<file path="src/rtl/lcd_pkg.sv">
// rtl/lcd_pkg.sv - shared constants for the LCD command sequencer
package lcd_pkg;

  localparam logic [2:0] CMD_WRITE    = 3'd0;
  localparam logic [2:0] CMD_UP       = 3'd1;
  localparam logic [2:0] CMD_DOWN     = 3'd2;
  localparam logic [2:0] CMD_LEFT     = 3'd3;
  localparam logic [2:0] CMD_RIGHT    = 3'd4;
  localparam logic [2:0] CMD_AVERAGE  = 3'd5;
  localparam logic [2:0] CMD_MIRROR_X = 3'd6;
  localparam logic [2:0] CMD_MIRROR_Y = 3'd7;

  localparam int REP_MSB = 7;
  localparam int REP_LSB = 3;
  localparam int CMD_MSB = 2;
  localparam int CMD_LSB = 0;

  localparam logic [2:0] WAIT_LOAD = 3'd0;
  localparam logic [2:0] IDLE      = 3'd1;
  localparam logic [2:0] ISSUE     = 3'd2;
  localparam logic [2:0] GAP       = 3'd3;
  localparam logic [2:0] WAIT_DONE = 3'd4;
  localparam logic [2:0] HALT      = 3'd5;

endpackage

</file>
<file path="src/rtl/lcd_cmd_fifo.sv">
// rtl/lcd_cmd_fifo.sv - synchronous command FIFO with registered storage
module lcd_cmd_fifo #(
  parameter int DEPTH = 8,
  parameter int WIDTH = 8
) (
  input  logic                     clk_i,
  input  logic                     reset_i,
  input  logic                     push_i,
  input  logic [WIDTH-1:0]         data_i,
  input  logic                     pop_i,
  output logic [WIDTH-1:0]         data_o,
  output logic                     full_o,
  output logic                     empty_o,
  output logic [$clog2(DEPTH):0]   level_o
);
  localparam int AW = $clog2(DEPTH);
  localparam int LW = AW + 1;

  logic [WIDTH-1:0] mem_q [DEPTH];
  logic [AW-1:0]    wr_ptr_q;
  logic [AW-1:0]    rd_ptr_q;
  logic [LW-1:0]    level_q;

  always_ff @(posedge clk_i) begin
    if (push_i) mem_q[wr_ptr_q] <= data_i;
  end

  always_ff @(posedge clk_i) begin
    if (reset_i) begin
      wr_ptr_q <= '0;
      rd_ptr_q <= '0;
      level_q  <= '0;
    end else begin
      if (push_i) wr_ptr_q <= wr_ptr_q + AW'(1);
      if (pop_i)  rd_ptr_q <= rd_ptr_q + AW'(1);
      case ({push_i, pop_i})
        2'b10:   level_q <= level_q + LW'(1);
        2'b01:   level_q <= level_q - LW'(1);
        default: level_q <= level_q;
      endcase
    end
  end

  assign data_o  = mem_q[rd_ptr_q];
  assign full_o  = (level_q == LW'(DEPTH));
  assign empty_o = (level_q == '0);
  assign level_o = level_q;

endmodule

</file>
<file path="src/rtl/lcd_cmd_sequencer.sv">
// rtl/lcd_cmd_sequencer.sv - paces queued host commands into the LCD image controller
module lcd_cmd_sequencer
  import lcd_pkg::*;
#(
  parameter int DEPTH      = 8,
  parameter int GAP_CYCLES = 1
) (
  input  logic                   clk,
  input  logic                   reset,
  input  logic                   req_valid,
  input  logic [7:0]             req_data,
  output logic                   req_ready,
  input  logic                   lcd_busy,
  input  logic                   lcd_done,
  output logic [2:0]             lcd_cmd,
  output logic                   lcd_cmd_valid,
  output logic                   frame_done,
  output logic                   halted,
  output logic [7:0]             issue_count,
  output logic [$clog2(DEPTH):0] fifo_level
);
  localparam int GW = (GAP_CYCLES > 1) ? $clog2(GAP_CYCLES) : 1;
  localparam logic [GW-1:0] GAP_LAST = GW'(GAP_CYCLES - 1);

  logic [2:0]    state_q, state_d;
  logic [4:0]    rep_cnt_q, rep_cnt_d;
  logic [GW-1:0] gap_cnt_q, gap_cnt_d;
  logic [2:0]    cmd_q, cmd_d;
  logic [7:0]    issue_cnt_q, issue_cnt_d;
  logic          frame_done_q, frame_done_d;

  logic          push, pop, full, empty, gap_last;
  logic [7:0]    head;

  assign push      = req_valid && req_ready;
  assign req_ready = !full && (state_q != HALT);
  assign gap_last  = (gap_cnt_q == GAP_LAST);

  lcd_cmd_fifo #(.DEPTH(DEPTH), .WIDTH(8)) u_fifo (
    .clk_i   (clk),
    .reset_i (reset),
    .push_i  (push),
    .data_i  (req_data),
    .pop_i   (pop),
    .data_o  (head),
    .full_o  (full),
    .empty_o (empty),
    .level_o (fifo_level)
  );

  always_comb begin
    state_d      = state_q;
    rep_cnt_d    = rep_cnt_q;
    gap_cnt_d    = gap_cnt_q;
    cmd_d        = cmd_q;
    issue_cnt_d  = issue_cnt_q;
    frame_done_d = 1'b0;
    pop          = 1'b0;
    case (state_q)
      WAIT_LOAD: if (!lcd_busy) state_d = IDLE;
      IDLE: begin
        if (!empty && !lcd_busy) begin
          pop     = 1'b1;
          state_d = ISSUE;
        end
      end
      ISSUE: begin
        if (issue_cnt_q != 8'hFF) issue_cnt_d = issue_cnt_q + 8'd1;
        gap_cnt_d = '0;
        state_d   = (cmd_q == CMD_WRITE) ? WAIT_DONE : GAP;
      end
      GAP: begin
        // A pending repeat holds the gap open until busy drops; a drained one falls back to IDLE.
        if (!gap_last) begin
          gap_cnt_d = gap_cnt_q + GW'(1);
        end else if (rep_cnt_q != '0 && !lcd_busy) begin
          rep_cnt_d = rep_cnt_q - 5'd1;
          state_d   = ISSUE;
        end else if (rep_cnt_q == '0 && !empty && !lcd_busy) begin
          pop     = 1'b1;
          state_d = ISSUE;
        end else if (rep_cnt_q == '0) begin
          state_d = IDLE;
        end
      end
      WAIT_DONE: begin
        if (lcd_done) begin
          frame_done_d = 1'b1;
          state_d      = HALT;
        end
      end
      HALT:    state_d = HALT;
      default: state_d = WAIT_LOAD;
    endcase
    if (pop) begin
      cmd_d     = head[CMD_MSB:CMD_LSB];
      rep_cnt_d = (cmd_d == CMD_WRITE) ? 5'd0 : head[REP_MSB:REP_LSB];
    end
  end

  always_ff @(posedge clk) begin
    if (reset) begin
      state_q      <= WAIT_LOAD;
      rep_cnt_q    <= '0;
      gap_cnt_q    <= '0;
      cmd_q        <= '0;
      issue_cnt_q  <= '0;
      frame_done_q <= 1'b0;
    end else begin
      state_q      <= state_d;
      rep_cnt_q    <= rep_cnt_d;
      gap_cnt_q    <= gap_cnt_d;
      cmd_q        <= cmd_d;
      issue_cnt_q  <= issue_cnt_d;
      frame_done_q <= frame_done_d;
    end
  end

  assign lcd_cmd       = cmd_q;
  assign lcd_cmd_valid = (state_q == ISSUE);
  assign halted        = (state_q == HALT);
  assign issue_count   = issue_cnt_q;
  assign frame_done    = frame_done_q;

endmodule

</file>
<file path="config.mk">
export PLATFORM = sky130hd
export DESIGN_NAME = lcd_cmd_sequencer
export DESIGN_NICKNAME = d
export VERILOG_FILES = /design/src/rtl/lcd_pkg.sv /design/src/rtl/lcd_cmd_fifo.sv /design/src/rtl/lcd_cmd_sequencer.sv
export SDC_FILE = /design/constraint.sdc
export NUM_CORES = 1
export LEC_CHECK = 0
export ABC_CLOCK_PERIOD_IN_PS = 3500
export CORE_MARGIN = 8
export CORE_UTILIZATION = 37
export CTS_CLUSTER_DIAMETER = 100
export CTS_CLUSTER_SIZE = 14
export DETAILED_ROUTE_END_ITERATION = 10
export SYNTH_ARGS = -nofsm -noshare
export SYNTH_HDL_FRONTEND = slang
export SYNTH_SLANG_ARGS = --single-unit
export TNS_END_PERCENT = 20
</file>
<file path="constraint.sdc">
create_clock -name clk -period 3.5 [get_ports clk]
set_input_delay 0.35 -clock clk [delete_from_list [all_inputs] [get_ports clk]]
set_output_delay 0.35 -clock clk [all_outputs]
set_load 0.02 [all_outputs]
</file>
# --- Word-level counts from Yosys, hierarchy flattened ---
# Memory sizes are Yosys's and may differ from the RTL's. A register that Yosys moved wholly into a read port is not among the register bits.
# Cells that the tools add are included.
op_classes:
  eq_ne: 16
  n_mux: 27
  order_cmp: 0
  n_div: 0
  n_bitwise: 1
  shifts: 0
  addsub: 7
  n_mul: 0
  n_reduce_logical: 23
op_table:
  columns: ["operator", "count"]
  rows:
  - ["2-to-1 mux 3 bit", 10]
  - ["2-to-1 mux 5 bit", 5]
  - ["one-hot mux 3 bit (6 select lines)", 1]
  - ["zero test 3 bit", 3]
  - ["adder 8 x 1 -> 8 bit (second input constant)", 1]
  - ["2-to-1 mux 1 bit", 8]
  - ["inequality test 2 bit (second input constant)", 4]
  - ["inequality test 8 bit (second input constant)", 1]
  - ["one-hot mux 4 bit (2 select lines)", 1]
  - ["nonzero test 2 bit", 4]
  - ["adder 3 x 1 -> 3 bit (second input constant)", 2]
  - ["equality test 3 x 2 -> 1 bit (second input constant)", 2]
  - ["equality test 3 bit (second input constant)", 2]
  - ["logical AND 1 bit", 6]
  - ["zero test 5 bit", 1]
  - ["AND reduction 5 bit", 1]
  - ["nonzero test 5 bit", 1]
  - ["subtractor 5 x 1 -> 5 bit (second input constant)", 1]
  - ["adder 4 x 1 -> 4 bit (second input constant)", 1]
  - ["equality test 4 bit (second input constant)", 1]
  - ["zero test 4 bit", 1]
  - ["inequality test 4 bit (second input constant)", 1]
  - ["one-hot mux 1 bit (2 select lines)", 2]
  - ["subtractor 4 x 1 -> 4 bit (second input constant)", 1]
  - ["other kinds (11)", 13]
totals:
  ram_bits: 64
  latchBits: 0
  output_inout_bits: 19
  wordCells: 84
  n_memories: 1
  mem_bits_ro: 0
  input_bits: 13
  regBits: 31
mem_list:
  columns: ["memory", "depth", "width", "rd", "rd_ports_with_merged_regs", "wr", "line_no", "text"]
  rows:
  - ["u_fifo.mem_q", 8, 8, 1, 1, 1, "lcd_cmd_fifo.sv:19", "logic [WIDTH-1:0] mem_q [DEPTH];"]

# --- Longest topological paths before layout ---
# Gate-level depths: netlist (run 1).
depth:
  word_depth: 10
  mapped_depth: 14
  ltp_nobuf: 12

# --- Hierarchy ---
# Synthesis (run 1) repeated with hierarchy kept, for this count alone.
hier_totals:
  hier_cells: 297
  hier_area_um2: 4245.3
by_module_without_submodules:
  columns: ["mod", "area_per_inst_um2", "seq_area_each_um2", "n_inst", "cells_each"]
  rows:
  - ["lcd_cmd_fifo", 3106.7, 2182.1, 1, 164]
  - ["lcd_cmd_sequencer", 1138.6, 400.4, 1, 133]

# --- Least setup slack after synthesis (run 1) ---
# OpenSTA, ideal clock, no wires.
synth_path:
  path_type: "register -> register"
  start: "register rep_cnt_q[0]"
  end: "register u_fifo.level_q[2], in the netlist u_fifo.level_o[2]"
  path_stages_with_launch: 15
  required_ps: 3430
  setup_slack_ps: 639
  t_arrival_ps: 2791
  period_less_slack_ps: 2861
  n_path_buf: 2
  cell_sequence: "dfxtp_1 inv_1 ha_1 or4b_1 buf_2 a211o_1 inv_1 buf_2 ha_1 xor2_1 ha_1 a21oi_1 xor2_1 or3_1 a21oi_1"
synth_between:
  elab_chain_cells: 9
  elab_cells_between_ends: 13
synth_lines:
  columns: ["element", "line_no", "text"]
  rows:
  - ["from (decl)", "lcd_cmd_sequencer.sv:26", "logic [4:0] rep_cnt_q, rep_cnt_d;"]
  - ["from (signal assigned)", "lcd_cmd_sequencer.sv:111", "rep_cnt_q <= rep_cnt_d;"]
  - ["zero test 5 bit", "lcd_cmd_sequencer.sv:79", "end else if (rep_cnt_q == '0 && !empty && !lcd_busy) begin"]
  - ["logical AND 1 bit (2 in a row)", "lcd_cmd_sequencer.sv:79", null]
  - ["2-to-1 mux 1 bit", "lcd_cmd_sequencer.sv:79", null]
  - ["2-to-1 mux 1 bit *", "lcd_cmd_sequencer.sv:76", "end else if (rep_cnt_q != '0 && !lcd_busy) begin"]
  - ["2-to-1 mux 1 bit *", "lcd_cmd_sequencer.sv:74", "if (!gap_last) begin"]
  - ["one-hot mux 1 bit (2 select lines) *", "lcd_cmd_sequencer.sv:59", "case (state_q)"]
  - ["equality test 2 x 1 -> 1 bit or equality test 2 bit (tied branches)", "lcd_cmd_fifo.sv:36", "case ({push_i, pop_i})"]
  - ["one-hot mux 4 bit (2 select lines) or nonzero test 2 bit (tied branches)", null, null]
  - ["to (signal assigned)", "lcd_cmd_fifo.sv:37", "2'b10: level_q <= level_q + LW'(1);"]
  - ["to (signal assigned)", "lcd_cmd_fifo.sv:38", "2'b01: level_q <= level_q - LW'(1);"]
  - ["to (signal assigned)", "lcd_cmd_fifo.sv:39", "default: level_q <= level_q;"]
  - ["to (decl)", "lcd_cmd_fifo.sv:22", "logic [LW-1:0] level_q;"]
# Every way passes the cells marked *; elsewhere a longest branch is shown, timed or not.
# A chain may end at the register's enable or synchronous reset.

# --- Worst setup path after layout (run 1) ---
# Same ends and word-level chain as after synthesis.

==> impl_metrics.toml, run 1 <==
[run_status]
outcome = "finished clean"

[global_route]
grt_max_degree = 18
grt_use_met3_pct = 3.723
track_usage_pct = 11.55
grtUsageMet1_pct = 14.64
first_global_vias = 2496
overflow = 0
grt-busiest-layer = "met2"
grt_use_met2_pct = 18.62
grt_antenna_before_repair = 0
grt_pass1_wl_mm = 13.01

[sta]
finClkSkew_ps = 8.742
hold_viol = 0
setup_viol = 0
clock.fmax_mhz = 345.4
final.min_clock_period_ps = 2895
period_share_pct = 82.72
setup_tns_ps = 0
worstMarginPinSlew_ps = 885.5
grt_setup_unrepaired = "false"
final-max-slew-violation-count = 0
slew_headroom_pct = 40.89

[final_layout]
diodes = 0
design_area_um2 = 4765
drive_gt1_share_pct = 15.03
multi_input_area_um2 = 1406
area_growth_syn_to_layout_pct = 17.10
fillers = 974
final-seq-area_um2 = 2582
final_core_util_pct = 44.15
nets = 362

[power]
leakagePower_nw = 1.562
intPower_mw = 1.774
seqPwrFrac_pct = 55.1
powerDensity_nw_per_um2 = 521.7
comb_power_share_pct = 18.0
clkPwrFrac_pct = 26.9
swShare_pct = 28.61
p_sw_mw = 0.7111
ir_worst_vdd_mv = 0.3118

[clocking]
cts_resized = 0
cts_inserted_buffers = 9
root_buffer = "clkbuf_8"
post_cts_buffers = 0
cts_tree = "yes"
clkLatencyLatePin_ps = 360
h-tree-depth = 3
clock_sinks = 97
ctsHoldBuffers = 0
path_clk_slew_ps = 100
clk_path_buf_depth = 2

[detailed_routing]
drcViolationCount = 0
ant_nets = 0
routedWlPerCell_um = 16.43
first_iter_violations = 170
vias = 2472
via_per_inst = 5.086
firstDrtPassIters = 4
wl_mm = 7.986

[floorplan]
std_cell_rows = 38
die_area_um2 = 14610
die_x_um = 120.9
io_pins = 32
die_y_um = 120.9
start_util_pct = 37.70
core-area_um2 = 10790

[logic_synthesis]
async_flop_share_pct = 0
ys.flop_type = "edfxtp_1"
avgSynthCellArea_um2 = 13.61
ys_seq_area_share_pct = 63.47
synth_edf_count = 64
syn_inst = 299
yosysWarningCount = 0
synth_nets = 320
ys_seq_elements = 97
synth_area_um2 = 4069
synth_cell_types = 48

[worst_setup_path]
path_buf_inv = 2
regToRegStartpoint = "rep_cnt_q[0]"
worstPathCellList = "inv_1 > ha_1 > or4b_1 > a211o_1 > inv_1 > ha_1 > xor2_1 > ha_1 > a21oi_1 > xor2_1 > or3_1 > a21oi_1"
required_ps = 3790
start_kind = "flip-flop"
cp_data_arrival_time_ps = 3180
crit_top_cell = "ha_1"
cp_top_family = "simple AND/OR/NAND/NOR gates"
crit_slowest_cell = "or4b_1"
end_kind = "flip-flop"
critPathMaxStageDelay_ps = 560
critPathLaunch = "rep_cnt_q[0]"
worstPathMaxFanout = 7
path_class = "reg2reg"

[placement]
routabilityCongestion = 0.7254
numPortBuffers = 31
dpl_cell_area_um2 = 4587
dpl.hpwl_mm = 5.295

[min_path]
hold_path.class = "reg2reg"
min_from = "u_fifo.wr_ptr_q[0]"

[run]
cap_violations = 0
## power by group through the flow
stage	Clock [mW]	Combinational, mW	Sequential [mW]
5_1_grt	0.738	0.499	1.38
6_report	0.670	0.446	1.37
2_1_floorplan	0	0.323	1.37
3_3_place_gp	0	0.442	1.39
3_5_place_dp	0	0.447	1.40
4_1_cts	0.694	0.449	1.37
## flip-flops by register name, indices dropped and copies added, names as in the netlist, named ones only
name             flops
frame_done           1
state_q              3
u_fifo.level_o       4
issue_count          8
u_fifo.wr_ptr_q      3
u_fifo.mem_q        64
lcd_cmd              3
rep_cnt_q            5
u_fifo.rd_ptr_q      3
## cells in the mapped netlist (4+ instances only)
master	number	area, µm²
edfxtp_1	64	1922
ha_1	8	100.1
clkbuf_1	4	15.01
mux2i_1	5	50.05
nor3_1	13	65.06
mux4_2	16	360.4
o21ai_0	10	50.05
or3_1	4	25.02
dfxtp_1	33	660.6
xor2_1	7	61.31
nand3_1	7	35.03
xnor2_1	6	52.55
a21oi_1	15	75.07
buf_2	4	20.02
inv_1	6	22.52
nand2_1	20	75.07
nor2_1	31	116.4
## placed cells by master (no fill, tap or decap), drive strengths merged, types with 2 or more instances in the layout
master	count
a211o	2
a21boi	2
a21oi	15
and3b	3
buf	12
clkbuf	10
clkdlybuf4s50	31
clkinv	2
dfxtp	33
edfxtp	64
ha	8
inv	10
mux2	3
mux2i	5
mux4	16
nand2	20
nand2b	2
nand3	7
nand4	2
nor2	31
nor3	13
nor3b	3
nor4	2
o21a	2
o21ai	10
o31ai	2
or3	5
or3b	2
xnor2	6
xor2	7
## metal layers
| layer | share of wire, % | vias up |
|---|---|---|
| li1 | - | 1204 |
| met1 | 47 | 1210 |
| met4 | 0.91 | 0 |
| met3 | 5.0 | 7 |
| met5 | 0 | - |
| met2 | 47 | 51 |
## metrics by stage
| stage | setup WS (ps) | hold slack [ps] | total power [mW] | instances |
|---|---|---|---|---|
| 5_1_grt | 455.1 | 519.3 | 2.620 | 486 |
| 6_report | 604.8 | 501.5 | 2.485 | 486 |
| 3_5_place_dp | 514.3 | 485.0 | 1.843 | 470 |
| 4_1_cts | 635.9 | 501.2 | 2.512 | 486 |
| 2_1_floorplan | 638.9 | 448.9 | 1.695 | 299 |
| 3_3_place_gp | 591.6 | 477.6 | 1.834 | 470 |
## tightest hold or removal path, stage by stage, from the launching register on
cell and delay (ps):
dfxtp_1 350, nand2_1 60, a21oi_1 50
## cells by family after synthesis
kind of cell               Yosys count  synth area share, %
AOI/OAI and AO/OA                   41                6.273
xor gates and xnor gates            13                2.798
adders and majority gates            8                2.460
buffers and inverters               18                1.968
DFF                                 97                63.47
muxes                               24                10.92
and+or+nand+nor                     98                12.12
## final timing paths
check	to	slack [ps]	cells past startpoint
max	u_fifo.level_o[2]	600	12
max reg2reg	u_fifo.level_o[2]	600	12
min	u_fifo.wr_ptr_q[0]	500	2
min reg2reg	u_fifo.wr_ptr_q[0]	500	2
## final cells by class
class / count / area share (%)
Multi-Input combinational cell: 184 / 29.52
Sequential cell: 97 / 54.20
Tap cell: 140 / 3.676
Inverter: 6 / 0.4727
Clock buffer: 10 / 2.679
Timing Repair Buffer: 43 / 8.403
Clock inverter: 6 / 1.050
(Power assumes the default switching activity.)
==> run 2, diff against run 1 <==
--- a/config.mk
+++ b/config.mk
@@ -5,7 +5,7 @@
 export SDC_FILE = /design/constraint.sdc
 export NUM_CORES = 1
 export LEC_CHECK = 0
-export ABC_CLOCK_PERIOD_IN_PS = 3500
+export ABC_CLOCK_PERIOD_IN_PS = 2700
 export CORE_MARGIN = 8
 export CORE_UTILIZATION = 37
 export CTS_CLUSTER_DIAMETER = 100
==> constraint.sdc (replaced) <==
create_clock -name clk -period 2.7 [get_ports clk]
set_input_delay 0.27 -clock clk [delete_from_list [all_inputs] [get_ports clk]]
set_output_delay 0.27 -clock clk [all_outputs]
set_load 0.02 [all_outputs]
==> run 2 against run 1 <==
Effect of this change:
- non-clock buffer count is 17 higher
- largest power group unchanged
- sequential share of layout area is 2.2 points lower
- register-to-register slack got worse by 540 ps
- cell count up 3.5%
- critical path type unchanged
- die area unchanged
- fmax rose by 9.7%
- sequential cell count is the same
==> impl_metrics.toml, run 2 (synthesis gave the netlist of run 1 again) <==
[run_status]
outcome = "finished clean"

[clocking]
clock_sinks = 97
h-tree-depth = 3
clkLatencyLatePin_ps = 370
cts_tree = "yes"
path_clk_slew_ps = 100
clk_path_buf_depth = 2
cts_inserted_buffers = 9
ctsHoldBuffers = 0
root_buffer = "clkbuf_8"

[final_layout]
final_cell_mix = "edfxtp_1 (64), nor2_1 (31), dfxtp_1 (31), clkdlybuf4s50_1 (31), buf_4 (29)"
final-seq-area_um2 = 2585
largest_reg_flops = 64
design_area_um2 = 4975
diodes = 0
fillers = 982
regMostFlops = "u_fifo.mem_q"
area_growth_syn_to_layout_pct = 22.26
drive_gt1_share_pct = 22.87
nets = 379
layout_commonest_cell = "edfxtp_1"
multi_input_area_um2 = 1450

[detailed_routing]
via_per_inst = 5.076
ant_nets = 0
drcViolationCount = 0
vias = 2553
routedWlPerCell_um = 15.93
wl_mm = 8.013
first_iter_violations = 249
firstDrtPassIters = 4

[sta]
final.min_clock_period_ps = 2639
slew_headroom_pct = 60.83
finClkSkew_ps = 12.48
period_share_pct = 97.75
setup_viol = 0
clock.fmax_mhz = 378.9
final-max-slew-violation-count = 0
grt_setup_unrepaired = "true"
worstMarginPinSlew_ps = 581.4
holdWs_ps = 482.3
hold_viol = 0

[worst_setup_path]
rrSetupSlack_ps = 60
regToRegStartpoint = "rep_cnt_q[1]"
crit_slowest_cell = "or4b_4"
cp_data_arrival_time_ps = 2940
start_kind = "flip-flop"
worstPathMaxFanout = 3
required_ps = 3000
path_class = "reg2reg"
end_kind = "flip-flop"
reg2reg_depth = 12
r2r-end = "u_fifo.level_o[2]"
critPathMaxStageDelay_ps = 450
worstPathCellList = "inv_2 > ha_4 > or4b_4 > a211o_1 > inv_2 > ha_4 > xor2_1 > ha_2 > a21oi_2 > xor2_1 > or3_1 > a21oi_2"

[floorplan]
die_x_um = 120.9
start_util_pct = 37.70
die_area_um2 = 14610
std_cell_rows = 38
io_pins = 32
die_y_um = 120.9
core-area_um2 = 10790

[placement]
numPortBuffers = 31
routabilityCongestion = 0.7434
dpl.hpwl_mm = 5.270
dpl_cell_area_um2 = 4700

[global_route]
overflow = 0
track_usage_pct = 11.33
grt_pass1_wl_mm = 12.73
grt_antenna_before_repair = 0
first_global_vias = 2492
grt_max_degree = 19

[min_path]
min_path_cells = 2
min_from = "u_fifo.rd_ptr_q[1]"
hold_path.class = "reg2reg"

[power]
powerDensity_nw_per_um2 = 690.4
ir_worst_vdd_mv = 0.3220
leakagePower_nw = 1.661

[run]
cap_violations = 0
-- run 2: changes by cell type in the layout (fill, tap and decap cells not counted), moves of 3 or more --
cell,previous run,this run
ha_1,8,5
inv_6,3,0
inv_1,6,3
inv_2,0,3
buf_4,12,29
-- run 2: worst max path at each step --
stage	startpoint	endpoint	slack [ps]
after global routing	rep_cnt_q[1]	u_fifo.level_o[2]	-50
final	rep_cnt_q[1]	u_fifo.level_o[2]	60
after floorplan	rep_cnt_q[0]	u_fifo.level_o[2]	-150
after global placement	lcd_busy	u_fifo.level_o[2]	10
after detailed placement	lcd_busy	u_fifo.level_o[2]	-40
after CTS	rep_cnt_q[0]	u_fifo.level_o[2]	30
-- run 2: power by group --
group | switching (mW) | internal (mW) | leakage [nW]
Clock | 0.543 | 0.449 | 0.106
Sequential | 0.0784 | 1.66 | 0.850
Combinational | 0.340 | 0.360 | 0.705
-- run 2: routing by layer --
| layer | up-vias | track usage (%) | part of all wire, % |
|---|---|---|---|
| li1 | 1243 | - | - |
| met1 | 1246 | 14.51 | 46 |
| met2 | 56 | 17.62 | 47 |
| met3 | 8 | 4.141 | 5.7 |
| met4 | 0 | 3.279 | 1.0 |
| met5 | - | 0 | 0 |
-- run 2: through the flow --
step           power (mW)  setup slack (ps)  cells  utilization (%)  TNS [ps]
2_1_floorplan       2.198            -146.0    299                -    -146.0
3_3_place_gp        2.443             13.60    484            43.54         0
3_5_place_dp        2.451            -36.53    484            43.54    -36.53
4_1_cts             3.451             30.35    500            45.53         0
5_1_grt             3.627            -49.41    503            46.09    -49.41
6_report            3.435             60.79    503            46.09         0
-- run 2: critical path: cells and delay by family, from the launching register on --
kind,cells,cell delay (ps)
simple gates,2,830
fa+ha+maj,3,450
compound gates,3,450
flops,1,340
xor+xnor,2,340
buf+inv,2,160
-- run 2: timing repair --
item,CTS,global route
endpoints found under the hold margin,0,0
resized for setup,0,12
setup buffers,0,3
endpoints found under the setup margin,0,1
-- run 2: layout make-up --
class | count | share of cell area [%]
Sequential cell | 97 | 51.96
Multi-Input combinational cell | 184 | 29.15
Timing Repair Buffer | 60 | 10.61
Tap cell | 140 | 3.521
Clock buffer | 9 | 2.490
Clock inverter | 7 | 1.811
Inverter | 6 | 0.4527
==> run 3, diff against run 2 <==
--- a/config.mk
+++ b/config.mk
@@ -11,6 +11,7 @@
 export CTS_CLUSTER_DIAMETER = 100
 export CTS_CLUSTER_SIZE = 14
 export DETAILED_ROUTE_END_ITERATION = 10
+export SKIP_CTS_REPAIR_TIMING = 1
 export SYNTH_ARGS = -nofsm -noshare
 export SYNTH_HDL_FRONTEND = slang
 export SYNTH_SLANG_ARGS = --single-unit
==> results of run 3 <==
Final layout, timing and power as in run 2 (identical DEF).
